[src/rtl/mxregs_ctx.sv]
// MX register file with generalised load decoder, primary/shadow bank swap
// and a LIFO context stack that saves/restores the whole file one word per
// cycle. All registers are exposed in parallel on reg_line.
module mxregs_ctx #(
  parameter int WORD_LENGTH = 8,
  parameter int DEPTH       = 16,
  parameter int FLAGS_IDX   = 7,
  parameter int SHADOW_BASE = 8,
  parameter int SWAP_N      = 4,
  parameter int CTX_DEPTH   = 4
) (
  input  logic                               clk,
  input  logic                               rst,
  input  logic [DEPTH*WORD_LENGTH-1:0]       data_line,
  input  logic [7:0]                         load_addr,
  input  logic                               load_en,
  input  logic                               swap_req,
  input  logic                               push_req,
  input  logic                               pop_req,
  output logic [DEPTH*WORD_LENGTH-1:0]       reg_line,
  output logic                               busy,
  output logic [$clog2(CTX_DEPTH+1)-1:0]     ctx_level,
  output logic                               ctx_full,
  output logic                               ctx_empty,
  output logic                               ctx_err
);

  localparam int LW = $clog2(CTX_DEPTH + 1);
  localparam int AW = (DEPTH > 1) ? $clog2(DEPTH) : 1;
  localparam int IW = (CTX_DEPTH > 1) ? $clog2(CTX_DEPTH) : 1;
  localparam logic [3:0] LAST   = 4'(DEPTH - 1);
  localparam logic [7:0] DEPTH8 = 8'(DEPTH);
  localparam logic [4:0] DEPTH5 = 5'(DEPTH);
  localparam logic [LW-1:0] FULL_LVL = LW'(CTX_DEPTH);

  typedef enum logic [1:0] {IDLE, PUSH, POP} state_t;

  state_t                 state, state_nxt;
  logic [3:0]             cnt;
  logic [WORD_LENGTH-1:0] regs [DEPTH];
  logic [WORD_LENGTH-1:0] mem  [CTX_DEPTH][DEPTH];

  logic             do_swap;
  logic             set_err;
  logic [DEPTH-1:0] ld_we;
  logic [AW-1:0]    cnt_a;
  logic [IW-1:0]    wr_idx;
  logic [IW-1:0]    rd_idx;
  logic             conflict;

  assign cnt_a     = AW'(cnt);
  // Push writes the next free entry, pop reads the topmost used entry.
  assign wr_idx    = IW'(ctx_level);
  assign rd_idx    = IW'(ctx_level - 1'b1);
  assign busy      = (state != IDLE);
  assign ctx_full  = (ctx_level == FULL_LVL);
  assign ctx_empty = (ctx_level == '0);
  assign conflict  = (push_req && pop_req) || (swap_req && (push_req || pop_req));

  // Expose every register in parallel.
  always_comb begin
    reg_line = '0;
    for (int i = 0; i < DEPTH; i++) reg_line[i*WORD_LENGTH +: WORD_LENGTH] = regs[i];
  end

  // Next-state and request decode; requests are only honoured in IDLE.
  always_comb begin
    state_nxt = state;
    do_swap   = 1'b0;
    set_err   = 1'b0;
    ld_we     = '0;
    case (state)
      IDLE: begin
        if (conflict) begin
          set_err = 1'b1;
        end else if (push_req) begin
          if (ctx_full) set_err = 1'b1;
          else          state_nxt = PUSH;
        end else if (pop_req) begin
          if (ctx_empty) set_err = 1'b1;
          else           state_nxt = POP;
        end else if (swap_req) begin
          do_swap = 1'b1;
        end else if (load_en) begin
          if (load_addr < DEPTH8) begin
            ld_we[load_addr[AW-1:0]] = 1'b1;
          end else if (load_addr[7:4] == 4'h4 && {1'b0, load_addr[3:0]} < DEPTH5) begin
            // Paired load: target register plus FLAGS, each from its own slot.
            ld_we[load_addr[AW-1:0]] = 1'b1;
            ld_we[FLAGS_IDX]         = 1'b1;
          end
        end
      end
      PUSH: if (cnt == LAST) state_nxt = IDLE;
      POP:  if (cnt == LAST) state_nxt = IDLE;
      default: state_nxt = IDLE;
    endcase
  end

  // State register.
  always_ff @(posedge clk) begin
    if (rst) state <= IDLE;
    else     state <= state_nxt;
  end

  // Word index, stack level and sticky error flag.
  always_ff @(posedge clk) begin
    if (rst) begin
      cnt       <= '0;
      ctx_level <= '0;
      ctx_err   <= 1'b0;
    end else begin
      if (set_err) ctx_err <= 1'b1;
      case (state)
        PUSH: begin
          cnt <= cnt + 1'b1;
          if (cnt == LAST) begin
            cnt       <= '0;
            ctx_level <= ctx_level + 1'b1;
          end
        end
        POP: begin
          cnt <= cnt + 1'b1;
          if (cnt == LAST) begin
            cnt       <= '0;
            ctx_level <= ctx_level - 1'b1;
          end
        end
        default: cnt <= '0;
      endcase
    end
  end

  // Register file: restore, swap or load; reset clears even a partial restore.
  always_ff @(posedge clk) begin
    if (rst) begin
      for (int i = 0; i < DEPTH; i++) regs[i] <= '0;
    end else if (state == POP) begin
      regs[cnt_a] <= mem[rd_idx][cnt_a];
    end else if (do_swap) begin
      for (int i = 0; i < SWAP_N; i++) begin
        regs[i]             <= regs[SHADOW_BASE+i];
        regs[SHADOW_BASE+i] <= regs[i];
      end
    end else begin
      for (int i = 0; i < DEPTH; i++)
        if (ld_we[i]) regs[i] <= data_line[i*WORD_LENGTH +: WORD_LENGTH];
    end
  end

  // Context memory: one word saved per PUSH cycle; contents need no reset.
  always_ff @(posedge clk) begin
    if (state == PUSH) mem[wr_idx][cnt_a] <= regs[cnt_a];
  end

endmodule

[config.mk]
export PLATFORM = sky130hd
export DESIGN_NAME = mxregs_ctx
export DESIGN_NICKNAME = d
export VERILOG_FILES = /design/src/rtl/mxregs_ctx.sv
export SDC_FILE = /design/constraint.sdc
export NUM_CORES = 1
export LEC_CHECK = 0
export CAP_MARGIN = 10
export CORE_UTILIZATION = 37
export DETAILED_ROUTE_END_ITERATION = 8
export GPL_ROUTABILITY_DRIVEN = 0
export PLACE_DENSITY = 0.6
export SLEW_MARGIN = 25
export SYNTH_ARGS = -nofsm -noshare
export SYNTH_HDL_FRONTEND = slang
export SYNTH_SLANG_ARGS = --single-unit
[constraint.sdc]
create_clock -name clk -period 4.6 [get_ports clk]
set_input_delay 0.69 -clock clk [delete_from_list [all_inputs] [get_ports clk]]
set_output_delay 0.69 -clock clk [all_outputs]
set_load 0.01 [all_outputs]
# Yosys cells after proc, flatten, opt, wreduce, memory -nomap -nowiden
# Memories as Yosys holds them, arrays and structs flattened. A register that Yosys moved wholly into a read port is not among the register bits.
# Cells that the tools add are included.
# W data, S select, Z words.
# totals
mem_count,2
ram_bits,640
in_bits,142
word_cells,222
regBits,10
output_inout_bits,135
# mem_list
name,words,word_bits,read_ports,rd_ports_with_merged_regs,wr,line,text
mem,4,128,1,0,1,41,logic [WORD_LENGTH-1:0] mem [CTX_DEPTH][DEPTH];
regs,16,8,17,1,16,40,logic [WORD_LENGTH-1:0] regs [DEPTH];
# op_classes
add_sub_neg,3
bitwise_logic,26
mux,155
n_eq_ne,12
reduce_logical,15
magnitude_cmp,5
# op_table
op,n
$mux W8,28
$mux W128,1
$mux W16,8
$mux W1,103
$bmux W8 S4,1
$demux W8 S4,1
$or A1 B1 Y1,24
$mux W2,6
$ne A3 B3 Y1 const B,3
$lt A8 B5 Y1 const B,1
$mux W4,2
$reduce_or A8 Y1,1
$mux W3,2
$ne A2 B2 Y1 const B,3
$pmux W3 S2,1
$ge A5 B5 Y1 const B,1
$lt A4 B5 Y1 const B,1
$lt A5 B1 Y1 const B,1
$not A4 Y5,1
$reduce_and A5 Y1,1
$add A4 B1 Y4 const B,1
$demux W1 S4,1
$eq A4 B3 Y1 const B,1
$eq A4 B4 Y1 const B,1
17 further kinds,22

# Longest topological paths before layout
# logic_depth
depth_word,19
depth_mapped,13
mapped_depth_nobuf,8

# Worst setup path after synthesis
# OpenSTA, ideal clock, no wires.
# synth_path
path_type,register -> register
start,register ctx_level[0]
end,"memory regs[4][2], data pin"
path_slack_ps,1140
arrival_time_ps,3198
t_required_ps,4339
path_stages_with_launch,12
setup_time_ps,261
path_buffers,6
synth_period_minus_slack_ps,3460
cell_sequence,dfxtp_1 -> clkbuf_1 -> buf_2 -> buf_2 -> clkinv_1 -> clkbuf_1 -> ha_1 -> clkbuf_1 -> clkbuf_1 -> mux2_2 -> a21oi_1 -> o2bb2ai_1
# synth_rtl
item,line,text
from (decl),22,"output logic [$clog2(CTX_DEPTH+1)-1:0] ctx_level,"
from (signal assigned),119,ctx_level <= ctx_level + 1'b1;
from (signal assigned),126,ctx_level <= ctx_level - 1'b1;
to (decl),40,

# Final worst setup path
# layout_path
start,register ctx_level[0]
end,output ctx_level[0]
# No word-level cell between the ends.

==> impl_results.md <==
- Status: completed
- DP Wirelength: 62500 µm
- Die height: 277 µm
- First-pass GRT wire length: 126000 µm
- Die area: 0.0768 mm²
- Post-synth EDFFs: 640
- Routed WL: 87900 µm
- Max Clk Rate: 282 MHz
- Top cells by area, synth: edfxtp_1 (69%), mux4_2 (11%), mux2i_1 (4.0%)
- CP max FO: 33
- Site row count: 100
- Endpoints failing hold: 0
- Psw: 0.00275 W
- Initial antenna violation count: 1
- Setup ws final: 1050 ps
- CTS sink cnt: 650
- Placed cell count: 2821
- Top FF cell, synth: edfxtp_1
- DP Worst Slack: 939 ps
- Top-area cell type share of the netlist area: 68.6%
- Core ar.: 0.0747 mm²
- Initial drt markers: 2111
- Synth Cell Area: 0.0280 mm²
- Diode count: 0
- Initial Util: 37.5%
- Postcts setup bufs: 0
- Synthesized flop and latch total: 650
- Distinct cell type count of the synthesized netlist: 61
- Synth area leader: edfxtp_1
- PortBufs: 276
- Lkg Pwr: 10.9 nW
- Clock Tree Buf Depth: 3
- Clock-pin slew on the worst setup and hold paths: 70 ps
- Gate Count Post-Synth: 1625
- Final #Nets: 2071
- Finished Layout Cells: 2934
- Final setup viols: 0
- Worst skew pair latency: 640 ps
- Grt total ovfl: 0
- Vias in the first global route: 17346
- Final Cycle Share: 77.2%
- Cell area power density: 373 mW/mm²
- Post-CTS resize count: 0
- CTS tree: done
- Pins over their slew limit: 0
- Slew of the pin with the lowest slew margin: 1060 ps
- Reg-to-reg slack, setup: 1070 ps
- Clock Skews: 22.1 ps
- Ports: 277
- YS warnings: 0
- Syn Area/Cell: 17.2 µm²
- Endpoint class of the critical path: output pin
- Internal power: 0.00994 W
- Worst path arrival time: 2860 ps
- RSZ-0062 raised after global routing: false
- Final TNS setup: 0 ps
- Die width: 277 µm
- Slew margin rel.: 29.6%
- Share of cells above drive strength 1: 15.5%
- Max Cap Viol: 0
- Drt drc: 0
- Reg2Reg Depth: 7
- Power share of the sequential group: 53.0%
- CTS Buf Count: 61
- DR vias: 17452
- Sequential area share after synthesis: 69.3%
- Critical path startpoint category: flip-flop
- Final min period: 3550 ps
- Routed length per instance: 30.0 µm
- Clock group share of total power: 40.3%
- Cts hold-fix bufs: 0
- CTS root buf: clkbuf_16
- Critical path startpoint: ctx_level[0]
- Synthesized Nets: 1780
- Total Routing Usage GR: 22.7%
- CTS HTree Levels: 2
- TritonRoute pass-1 iters: 7
- P&R area growth vs syn: 21.5%
- Critical path destination: ctx_level[0]
- Combinational power share: 6.7%
- Async SR Flop Fraction: 0%
- Required time worst endpoint: 3910 ps
- Post-DRT Antenna Nets: 0
- Critical R2R Launch: ctx_level[0]
- Fillers: 6379
- Switching Fraction: 21.7%
- Peak supply drop: 0.289 mV
- Critical path type: reg -> out
- Vias per inst: 5.95
- Fin util: 45.6%
- HP Class: reg -> reg
- Reg2Reg Capture Point: regs[10][4]
- Largest net degree at the start of global routing: 71
## layer usage
metal | vias to the layer above | GRT usage, % | share of wire [%] | wire (µm)
met2 | 1045 | 36.4 | 47 | 41000
met1 | 8884 | 30.0 | 40 | 35300
met5 | - | 0 | 0 | 0
met3 | 192 | 4.34 | 8.3 | 7330
li1 | 7331 | - | - | -
met4 | 0 | 10.4 | 4.9 | 4300
## synth_stat cells (all sizes together), types with 23 or more instances
master,instances
a221oi,34
mux4,136
nand3,45
o2bb2ai,24
nor2,47
a21oi,23
o21ai,41
clkbuf,67
edfxtp,640
o221ai,27
o22ai,27
and3,69
a22oi,55
mux2i,111
buf,37
nand2,89
## cell type report
| cell class | instances | area, µm² | area share, % |
|---|---|---|---|
| clock buffers | 82 | 1640 | 4.81 |
| flip-flops and latches | 650 | 19400 | 57.1 |
| well taps | 969 | 1210 | 3.56 |
| inverters | 14 | 52.6 | 0.154 |
| multi-input cells | 857 | 8130 | 23.9 |
| clock inverters | 30 | 360 | 1.06 |
| repair buffers | 332 | 3210 | 9.43 |
## sequential cells by signal (all words and copies together), names as in the netlist
| register | cells |
|---|---|
| ctx_level | 3 |
| ctx_err | 1 |
| cnt | 4 |
| regs | 128 |
| state | 2 |
| mem | 512 |
## cells in the final DEF (no fill, tap or decap), drive strengths merged, types with 3 or more instances in the layout
| master | count |
|---|---|
| edfxtp | 640 |
| clkdlybuf4s50 | 276 |
| mux4 | 136 |
| mux2i | 111 |
| nand2 | 89 |
| clkbuf | 83 |
| and3 | 69 |
| a22oi | 55 |
| buf | 55 |
| nor2 | 47 |
| nand3 | 45 |
| o21ai | 41 |
| a221oi | 34 |
| o221ai | 27 |
| o22ai | 27 |
| o2bb2ai | 24 |
| a21oi | 23 |
| clkinv | 22 |
| o211ai | 18 |
| ha | 13 |
| inv | 12 |
| dfxtp | 10 |
| o21a | 9 |
| nand2b | 8 |
| mux2 | 8 |
| a21o | 8 |
| bufinv | 8 |
| nor2b | 8 |
| nor3 | 7 |
| a221o | 5 |
| nand3b | 5 |
| nor3b | 4 |
| or2 | 3 |
| o22a | 3 |
| nor4 | 3 |
## logic make-up after synthesis
| family | count (synthesis) | share of synthesized area (%) |
|---|---|---|
| flops | 650 | 69.3 |
| simple gates | 304 | 5.73 |
| compound gates | 282 | 7.33 |
| mux | 255 | 15.2 |
| buf+inv | 118 | 1.74 |
| fa+ha+maj | 13 | 0.581 |
| xor+xnor | 3 | 0.0938 |
## stage by stage
stage          cell area, µm²  hold WS, ps  power (W)
2_1_floorplan           28000          470    0.00715
3_3_place_gp            32000          491    0.00768
3_5_place_dp            32000          499    0.00770
4_1_cts                 34000          507     0.0128
5_1_grt                 34000          545     0.0130
6_report                34000          507     0.0127
## critical path, stage by stage, from the launching register on
cell and delay [ps]:
dfxtp_4 660, buf_4 610, buf_4 370, clkdlybuf4s50_1 580
## power by group through the flow
stage | Clock, W | Sequential, W | Combinational, W
after floorplan | 0 | 0.00683 | 0.000311
after global placement | 0 | 0.00685 | 0.000831
after detailed placement | 0 | 0.00685 | 0.000842
after CTS | 0.00519 | 0.00673 | 0.000847
after global routing | 0.00539 | 0.00673 | 0.000888
final | 0.00511 | 0.00673 | 0.000850
## worst min path at each step
| stage | from | endpoint | cells after the start |
|---|---|---|---|
| 3_3_place_gp | ctx_err | ctx_err | 2 |
| 4_1_cts | ctx_err | ctx_err | 2 |
| 3_5_place_dp | ctx_err | ctx_err | 2 |
| 5_1_grt | ctx_err | ctx_err | 2 |
| 2_1_floorplan | ctx_err | ctx_err | 2 |
| 6_report | ctx_err | ctx_err | 2 |
Note: power is estimated with default switching activity, not from simulation.
